### config.mk
export PLATFORM = sky130hd
export DESIGN_NAME = speed_select
export DESIGN_NICKNAME = d
export VERILOG_FILES = /design/src/rtl/speed_select.sv
export SDC_FILE = /design/constraint.sdc
export NUM_CORES = 1
export LEC_CHECK = 0
export CORE_UTILIZATION = 63
export CTS_CLUSTER_DIAMETER = 30
export DETAILED_ROUTE_END_ITERATION = 6
export HOLD_SLACK_MARGIN = 0.05
export PLACE_DENSITY = 0.93
export SYNTH_ARGS = -nofsm -noshare
export SYNTH_HDL_FRONTEND = slang
export SYNTH_SLANG_ARGS = --single-unit
### constraint.sdc
create_clock -name clk -period 5.5 [get_ports clk]
set_clock_uncertainty 0.1 [all_clocks]
set_input_delay 1.1 -clock clk [delete_from_list [all_inputs] [get_ports clk]]
set_output_delay 1.1 -clock clk [all_outputs]
set_load 0.01 [all_outputs]
### src/rtl/speed_select.sv
`default_nettype none
// ============================================================================
// Module      : speed_select
// Description : Push-button speed selector. The raw button is synchronised,
//               sampled on a slow tick and debounced. Each debounced rising
//               edge toggles the speed between slow and fast. After a toggle,
//               further presses are ignored for a lockout period.
// Revision    : 1.0 - initial release
// ----------------------------------------------------------------------------
// Parameters
//   SAMPLE_DIV  clk cycles per debounce sample tick          (2 .. 2^24)
//   DB_LEN      consecutive equal samples to change level    (2 .. 16)
//   LOCK_TICKS  sample ticks of lockout after a speed change (1 .. 255)
// Ports
//   clk        in   system clock, rising edge
//   rst        in   asynchronous active-high reset
//   btn        in   raw bouncing button level (1 = pressed)
//   btn_db     out  debounced button level, registered
//   speed      out  selected speed (0 = slow, 1 = fast), registered
//   speed_chg  out  one-cycle pulse in the cycle speed takes a new value
// ============================================================================
module speed_select #(
    parameter int SAMPLE_DIV = 131072,
    parameter int DB_LEN     = 4,
    parameter int LOCK_TICKS = 8
) (
    input  logic clk,
    input  logic rst,
    input  logic btn,
    output logic btn_db,
    output logic speed,
    output logic speed_chg
);

    // ------------------------------------------------------------------------
    // Constants
    // ------------------------------------------------------------------------
    // The sample counter only has to reach SAMPLE_DIV-1, so clog2 of the
    // divider is sufficient (24 bits at the 2^24 maximum).
    localparam int c_CNT_W  = (SAMPLE_DIV > 1) ? $clog2(SAMPLE_DIV) : 1;
    // The lock counter has to hold LOCK_TICKS itself, hence the +1.
    localparam int c_LOCK_W = $clog2(LOCK_TICKS + 1);

    localparam logic [c_CNT_W-1:0]  c_CNT_MAX   = c_CNT_W'(SAMPLE_DIV - 1);
    localparam logic [c_CNT_W-1:0]  c_CNT_ONE   = c_CNT_W'(1);
    localparam logic [c_LOCK_W-1:0] c_LOCK_LOAD = c_LOCK_W'(LOCK_TICKS);
    localparam logic [c_LOCK_W-1:0] c_LOCK_ONE  = c_LOCK_W'(1);
    localparam logic [c_LOCK_W-1:0] c_LOCK_ZERO = '0;

    // Three state bits leave spare encodings; any of those falls back to
    // S_SLOW through the default branch of the next-state logic.
    typedef enum logic [2:0] {
        S_SLOW      = 3'b000,
        S_FAST      = 3'b001,
        S_LOCK_SLOW = 3'b010,
        S_LOCK_FAST = 3'b011
    } state_t;

    // ------------------------------------------------------------------------
    // Signals
    // ------------------------------------------------------------------------
    logic                r_sync1;
    logic                r_btn_s;
    logic [c_CNT_W-1:0]  r_cnt;
    logic                w_tick;
    logic [DB_LEN-1:0]   r_shift;
    logic                r_db_d;
    logic                w_press;
    logic [2:0]          r_state;
    state_t              w_state_nxt;
    logic                w_lock_load;
    logic                w_in_lock;
    logic                w_chg_nxt;
    logic                w_speed_nxt;
    logic [c_LOCK_W-1:0] r_lock;

    // ------------------------------------------------------------------------
    // Two-flop synchroniser for the asynchronous button input
    // ------------------------------------------------------------------------
    always_ff @(posedge clk or posedge rst) begin
        if (rst) begin
            r_sync1 <= 1'b0;
            r_btn_s <= 1'b0;
        end else begin
            r_sync1 <= btn;
            r_btn_s <= r_sync1;
        end
    end

    // ------------------------------------------------------------------------
    // Sample tick generator: free-running 0 .. SAMPLE_DIV-1
    // ------------------------------------------------------------------------
    always_ff @(posedge clk or posedge rst) begin
        if (rst) begin
            r_cnt <= '0;
        end else if (r_cnt == c_CNT_MAX) begin
            r_cnt <= '0;
        end else begin
            r_cnt <= r_cnt + c_CNT_ONE;
        end
    end

    assign w_tick = (r_cnt == c_CNT_MAX);

    // ------------------------------------------------------------------------
    // Debouncer: the level only changes once DB_LEN consecutive samples agree
    // ------------------------------------------------------------------------
    always_ff @(posedge clk or posedge rst) begin
        if (rst) begin
            r_shift <= '0;
        end else if (w_tick) begin
            r_shift <= {r_shift[DB_LEN-2:0], r_btn_s};
        end
    end

    always_ff @(posedge clk or posedge rst) begin
        if (rst) begin
            btn_db <= 1'b0;
            r_db_d <= 1'b0;
        end else begin
            if (&r_shift) begin
                btn_db <= 1'b1;
            end else if (~|r_shift) begin
                btn_db <= 1'b0;
            end
            r_db_d <= btn_db;
        end
    end

    // Rising edge of the debounced level only; a held button yields one pulse.
    assign w_press = btn_db & ~r_db_d;

    // ------------------------------------------------------------------------
    // Speed FSM - state register
    // ------------------------------------------------------------------------
    always_ff @(posedge clk or posedge rst) begin
        if (rst) begin
            r_state   <= S_SLOW;
            speed     <= 1'b0;
            speed_chg <= 1'b0;
        end else begin
            r_state   <= w_state_nxt;
            speed     <= w_speed_nxt;
            speed_chg <= w_chg_nxt;
        end
    end

    // ------------------------------------------------------------------------
    // Speed FSM - next state and registered-output precursors
    // ------------------------------------------------------------------------
    // Presses seen in a lock state fall through with no effect, so they are
    // neither acted on nor remembered for later.
    always_comb begin
        w_state_nxt = S_SLOW;
        w_lock_load = 1'b0;
        w_chg_nxt   = 1'b0;
        case (r_state)
            S_SLOW: begin
                if (w_press) begin
                    w_state_nxt = S_LOCK_FAST;
                    w_lock_load = 1'b1;
                    w_chg_nxt   = 1'b1;
                end else begin
                    w_state_nxt = S_SLOW;
                end
            end
            S_FAST: begin
                if (w_press) begin
                    w_state_nxt = S_LOCK_SLOW;
                    w_lock_load = 1'b1;
                    w_chg_nxt   = 1'b1;
                end else begin
                    w_state_nxt = S_FAST;
                end
            end
            S_LOCK_SLOW: begin
                if (r_lock == c_LOCK_ZERO) begin
                    w_state_nxt = S_SLOW;
                end else begin
                    w_state_nxt = S_LOCK_SLOW;
                end
            end
            S_LOCK_FAST: begin
                if (r_lock == c_LOCK_ZERO) begin
                    w_state_nxt = S_FAST;
                end else begin
                    w_state_nxt = S_LOCK_FAST;
                end
            end
            default: begin
                // Spare encoding: return to slow without signalling a change.
                w_state_nxt = S_SLOW;
            end
        endcase
    end

    // speed is registered from the next state so it moves on the same edge
    // as the state register and the speed_chg pulse.
    assign w_speed_nxt = (w_state_nxt == S_FAST) || (w_state_nxt == S_LOCK_FAST);

    assign w_in_lock = (r_state == S_LOCK_SLOW) || (r_state == S_LOCK_FAST);

    // ------------------------------------------------------------------------
    // Lockout counter: loaded on entry to a lock state, counts ticks down
    // ------------------------------------------------------------------------
    always_ff @(posedge clk or posedge rst) begin
        if (rst) begin
            r_lock <= '0;
        end else if (w_lock_load) begin
            r_lock <= c_LOCK_LOAD;
        end else if (w_in_lock && w_tick && (r_lock != c_LOCK_ZERO)) begin
            r_lock <= r_lock - c_LOCK_ONE;
        end
    end

endmodule
`default_nettype wire

==> results of run 1 <==
[metal layers]
metal  wire length (um)  part of all wire  vias up  track usage
met5                  0                 0        -            0
met4                 38             0.014        0       0.0714
met3                 94             0.034        7       0.0741
met2               1450              0.52       20        0.427
met1               1180              0.43      528        0.321
li1                   -                 -      497            -
[cells in the mapped netlist, drive strengths merged (5+ instances only)]
cell type   n
nand2       5
nor2        9
inv         6
or4         5
a21oi      10
dfrtp      32
nand3       7
nor4        5
or3         5
nor2b       5
mux2        8
[stage by stage]
| stage | std cells | cell area [um^2] |
|---|---|---|
| final | 169 | 1620 |
| after global routing | 169 | 1620 |
| after detailed placement | 161 | 1530 |
| after global placement | 161 | 1530 |
| after CTS | 169 | 1620 |
| after floorplan | 131 | 1450 |
[worst max-delay path by stage]
stage,endpoint,slack (ns),cells past startpoint
finish,r_lock[3]$_DFFE_PP0P_,2.47,8
global route,r_lock[3]$_DFFE_PP0P_,2.23,8
CTS,r_lock[3]$_DFFE_PP0P_,2.49,8
detailed placement,r_lock[3]$_DFFE_PP0P_,2.52,8
global placement,r_lock[3]$_DFFE_PP0P_,2.72,8
floorplan,r_cnt[0]$_DFF_PP0_,3.17,8
[cell families (layout without fill, tap and decap cells)]
kind of cell	Yosys count	count (layout)
fa+ha+maj	4	4
buf+inv	9	19
flops	32	32
simple gates	51	51
mux	9	9
compound gates	22	22
xor+xnor	4	4
[layout make-up]
class / count / area share
clock inverters: 1 / 0.0185
inverters: 6 / 0.0139
repair buffers: 5 / 0.0309
well taps: 28 / 0.0216
flip-flops and latches: 32 / 0.494
multi-input cells: 90 / 0.381
clock buffers: 7 / 0.0401
[registers in the layout, summed over array words and instances (netlist names)]
name and count:
r_sync1 1, speed 1, r_lock 4, r_state 1, r_shift 4, r_btn_s 1
r_cnt 17, r_db_d 1, btn_db 1, speed_chg 1
[power by group through the flow]
stage	clock, mW	combinational (mW)	sequential, mW
6_report	0.200	0.00567	0.236
5_1_grt	0.213	0.00671	0.236
4_1_cts	0.202	0.00599	0.236
3_5_place_dp	0	0.00608	0.241
3_3_place_gp	0	0.00579	0.241
2_1_floorplan	0	0.00348	0.241
[critical path, stage by stage (launching register included)]
cell	delay, ns
dfrtp_1	0.42
ha_1	0.25
nand4_2	0.22
nor4_1	0.28
and2_1	0.16
ha_1	0.75
nand2_1	0.17
or4_1	0.51
nand3b_1	0.11
==> flow_metrics.py, run 1 <==
metrics = {
    "logic_synthesis": {
        "synth_top_family_by_area": "simple AND/OR/NAND/NOR gates",
        "synth-adder-area-share": 0.0345,
        "synth_top_area_share": 0.551,
        "synth-compound-area-share": 0.0896,
        "yosysWarnings": 0,
        "synth.distinct_cells": 29,
        "syn_area_per_cell_um2": 11.1,
        "synth_nets": 138,
        "synth-edff-count": 0,
        "synth_mux_area_frac": 0.0689,
        "synth_top_cell_by_area": "dfrtp_1",
        "synth_xor_area_frac": 0.0241,
        "synth_cells": 131,
        "synthSimpleGateAreaFrac": 0.208,
        "synth_area_leaders": "dfrtp_1 55%, mux2_2 6.2%, a21oi_1 3.4%, ha_1 3.4%, or4_1 2.6%",
        "synthFlopType": "dfrtp_1",
        "yosys_register_bits": 32,
        "ys_seq_area_frac": 0.551,
        "async_flop_share": 1.00,
        "synth.cell_area_mm2": 0.00145,
    },
    "global_route": {
        "grt-ovfl-total": 0,
        "grt_util_all_layers": 0.256,
        "grt_max_degree": 33,
        "grt_pass1_wl_um": 4590,
        "grt_pass1_vias": 1026,
        "antenna_found_initial": 0,
    },
    "routing": {
        "initialDrtViolationCount": 37,
        "via_per_inst": 6.22,
        "wirelength_um": 2760,
        "drc": 0,
        "antenna_left": 0,
        "routedWlPerCell_um": 16.3,
        "vias": 1052,
        "dr.pass1.iters": 4,
    },
    "setup_path": {
        "worstRegToRegCells": 8,
        "crit_path_start_kind": "flip-flop",
        "rrSetupSlack_ns": 2.47,
        "r2r-start": "r_cnt[0]$_DFF_PP0_",
        "crit_arrival_ns": 3.21,
        "crit_path_end_kind": "flip-flop",
        "path_max_fanout": 26,
        "crit_required_ns": 5.67,
        "critical_path_class": "reg2reg",
        "r2r_end": "r_lock[3]$_DFFE_PP0P_",
        "startpoint": "r_cnt[0]$_DFF_PP0_",
    },
    "die": {
        "io_pins": 6,
        "die_w_um": 50.0,
        "fp.dieH_um": 50.0,
        "rows": 17,
        "design.core.area_mm2": 0.00219,
        "initial_core_util": 0.663,
        "die_area_mm2": 0.00250,
    },
    "placed_design": {
        "port_buffers": 5,
        "place_congestion": 0.789,
        "dp_hpwl_um": 1900,
        "place_ws_ns": 2.52,
    },
    "pwr": {
        "ir_worst_vdd_mv": 0.442,
        "switchingPower_mw": 0.0838,
        "pwr-share-seq": 0.535,
        "cellPowerDensity_mw_per_mm2": 272,
        "leakagePower_nw": 0.737,
        "total_power_mw": 0.442,
        "p_comb_frac": 0.013,
        "power.internal_mw": 0.358,
        "p_sw_frac": 0.190,
        "clockPowerShare": 0.453,
    },
    "finish": {
        "syn_to_final_growth_pct": 11.6,
        "nFillCells": 140,
        "layout.nets": 147,
        "antenna_cells": 0,
        "final_util": 0.740,
        "multi_input_area_um2": 618,
        "regArea_um2": 801,
        "layout_common_cells": "32 x dfrtp_1, 10 x a21oi_1, 9 x nor2_1, 8 x mux2_2",
        "drive_gt1_frac": 0.135,
        "final_common_cell": "dfrtp_1",
    },
    "sta": {
        "rsz0062_at_grt": "false",
        "timing.final.ws_setup_ns": 2.47,
        "whs_ns": 0.267,
        "tightestPinTransition_ns": 1.14,
        "maxSlewViolCount": 0,
        "setup_viol": 0,
        "hold_viol_final": 0,
        "fmax_mhz": 330,
        "fin_crit_ns": 3.03,
        "maxSlewHeadroom": 0.238,
        "finalSetupTns_ns": 0,
        "fin_crit_sh": 0.552,
    },
    "job": {
        "cap_violations": 0,
    },
    "worst_hold_path": {
        "hold_path_class": "reg2reg",
        "hold_depth": 0,
        "hold_path_startpoint": "r_sync1$_DFF_PP0_",
        "min_to": "r_btn_s$_DFF_PP0_",
    },
    "clock_network": {
        "cts_buffers": 5,
        "cts_root_buf": "clkbuf_4",
        "path_clk_slew_ns": 0.10,
        "clockBufferDepth": 2,
        "post_cts_buffers": 0,
        "hold_buffers": 0,
        "cts_tree": "yes",
        "cts.sinks": 32,
        "ctsResizeCount": 0,
        "htree_levels": 2,
        "clk_latency_ns": 0.33,
    },
    "outcome": {
        "status": "complete, no violations",
    },
}
Note: power is estimated with default switching activity, not from simulation.
==> inputs of run 2 (changes only) <==
--- a/config.mk
+++ b/config.mk
@@ -5,11 +5,11 @@
 export SDC_FILE = /design/constraint.sdc
 export NUM_CORES = 1
 export LEC_CHECK = 0
-export CORE_UTILIZATION = 63
+export CORE_UTILIZATION = 53
 export CTS_CLUSTER_DIAMETER = 30
 export DETAILED_ROUTE_END_ITERATION = 6
 export HOLD_SLACK_MARGIN = 0.05
-export PLACE_DENSITY = 0.93
+export PLACE_DENSITY = 0.85
 export SYNTH_ARGS = -nofsm -noshare
 export SYNTH_HDL_FRONTEND = slang
 export SYNTH_SLANG_ARGS = --single-unit
==> constraint.sdc (replaced) <==
create_clock -name clk -period 2.53 [get_ports clk]
set_clock_uncertainty 0.1 [all_clocks]
set_input_delay 0.506 -clock clk [delete_from_list [all_inputs] [get_ports clk]]
set_output_delay 0.506 -clock clk [all_outputs]
set_load 0.01 [all_outputs]
==> flow_metrics.py, run 2 (synthesis gave the netlist of run 1 again) <==
metrics = {
    "outcome": {
        "status": "complete, no violations",
    },
    "finish": {
        "layout.nets": 151,
        "final_common_cell": "dfrtp_1",
        "layout_common_cells": "32 x dfrtp_1, 10 x a21oi_1, 9 x nor2_1, 8 x mux2_2",
        "nFillCells": 195,
        "syn_to_final_growth_pct": 10.5,
        "largestRegisters": "r_cnt (17), r_lock (4), r_shift (4)",
        "regMostFlops": "r_cnt",
        "drive_gt1_frac": 0.146,
        "antenna_cells": 0,
        "largest_register_ffs": 17,
    },
    "routing": {
        "drc": 0,
        "initialDrtViolationCount": 21,
        "via_per_inst": 5.89,
        "dr.pass1.iters": 4,
        "vias": 1024,
        "routedWlPerCell_um": 14.7,
        "wirelength_um": 2550,
        "antenna_left": 0,
    },
    "pwr": {
        "cellPowerDensity_mw_per_mm2": 489,
        "total_power_mw": 0.785,
        "ir_worst_vdd_mv": 0.400,
        "leakagePower_nw": 0.732,
    },
    "global_route": {
        "grt_pass1_wl_um": 4320,
        "grt_util_all_layers": 0.215,
        "grt-ovfl-total": 0,
        "antenna_found_initial": 0,
        "grt_pass1_vias": 967,
        "grt_max_degree": 33,
    },
    "clock_network": {
        "hold_buffers": 0,
        "cts_buffers": 5,
        "clk_latency_ns": 0.33,
        "cts_root_buf": "clkbuf_4",
        "htree_levels": 2,
        "path_clk_slew_ns": 0.10,
        "post_cts_buffers": 0,
        "ctsResizeCount": 0,
        "cts_tree": "yes",
        "cts.sinks": 32,
        "clockBufferDepth": 2,
    },
    "die": {
        "die_w_um": 54.4,
        "design.core.area_mm2": 0.00252,
        "fp.dieH_um": 54.4,
        "initial_core_util": 0.576,
        "io_pins": 6,
        "die_area_mm2": 0.00295,
        "rows": 18,
    },
    "setup_path": {
        "crit_path_end_kind": "flip-flop",
        "critical_path_class": "reg2reg",
        "crit_path_start_kind": "flip-flop",
        "crit_arrival_ns": 2.37,
        "path_max_fanout": 24,
        "crit_required_ns": 2.63,
    },
    "worst_hold_path": {
        "hold_path_class": "reg2reg",
    },
    "job": {
        "cap_violations": 0,
    },
    "sta": {
        "fin_crit_ns": 2.27,
        "fin_crit_sh": 0.895,
        "finalSetupTns_ns": 0,
        "hold_viol_final": 0,
        "tightestPinTransition_ns": 0.425,
        "rsz0062_at_grt": "false",
        "setup_viol": 0,
        "maxSlewHeadroom": 0.715,
        "fmax_mhz": 441,
        "maxSlewViolCount": 0,
    },
    "placed_design": {
        "port_buffers": 5,
        "place_congestion": 0.783,
        "dp_hpwl_um": 1810,
    },
}
-- run 2: final cells by class --
type | count | area [um^2] | area share
clock buffers | 6 | 41.3 | 0.0257
clock inverters | 1 | 5.00 | 0.00312
inverters | 6 | 22.5 | 0.0140
multi-input cells | 90 | 618 | 0.385
flip-flops and latches | 32 | 801 | 0.499
well taps | 30 | 37.5 | 0.0234
repair buffers | 9 | 80.1 | 0.0499
-- run 2: worst paths after layout --
check                                   start                      to  slack [ns]  cells past startpoint
setup / recovery           r_cnt[0]$_DFF_PP0_  r_shift[3]$_DFFE_PP0N_        0.26                      7
hold / removal              r_sync1$_DFF_PP0_       r_btn_s$_DFF_PP0_        0.28                      0
setup reg to reg           r_cnt[0]$_DFF_PP0_  r_shift[3]$_DFFE_PP0N_        0.26                      7
hold reg to reg             r_sync1$_DFF_PP0_       r_btn_s$_DFF_PP0_        0.28                      0
max in group asynchronous                 rst      r_cnt[3]$_DFF_PP0_        1.57                      3
min in group asynchronous                 rst      r_cnt[0]$_DFF_PP0_        0.47                      3
-- run 2: power breakdown --
part	internal, mW	switching [mW]	total [mW]
logic	0.00382	0.00979	0.0136
registers	0.513	0.000764	0.513
clock network	0.102	0.156	0.258
-- run 2: metal layers --
layer / vias up / track usage / part of all wire
met4: 0 / 0.0769 / 0.016
met3: 7 / 0.0778 / 0.029
met1: 502 / 0.269 / 0.44
li1: 500 / - / -
met2: 15 / 0.343 / 0.51
met5: - / 0 / 0
-- run 2: stage by stage --
step	hold slack, ns	util	instance area (um^2)	setup WS (ns)	instances
2_1_floorplan	0.231	-	1450	0.199	131
5_1_grt	0.283	0.636	1610	0.0414	174
4_1_cts	0.288	0.636	1610	0.257	174
3_3_place_gp	0.245	0.618	1560	0.415	167
3_5_place_dp	0.259	0.618	1560	0.290	167
6_report	0.280	0.636	1610	0.265	174
-- run 2: critical path: stages (launching register included) --
cell	delay [ns]
dfrtp_1	0.42
ha_1	0.24
nand4_2	0.13
nor4_1	0.26
and2_1	0.16
ha_1	0.17
buf_4	0.28
mux2_2	0.38
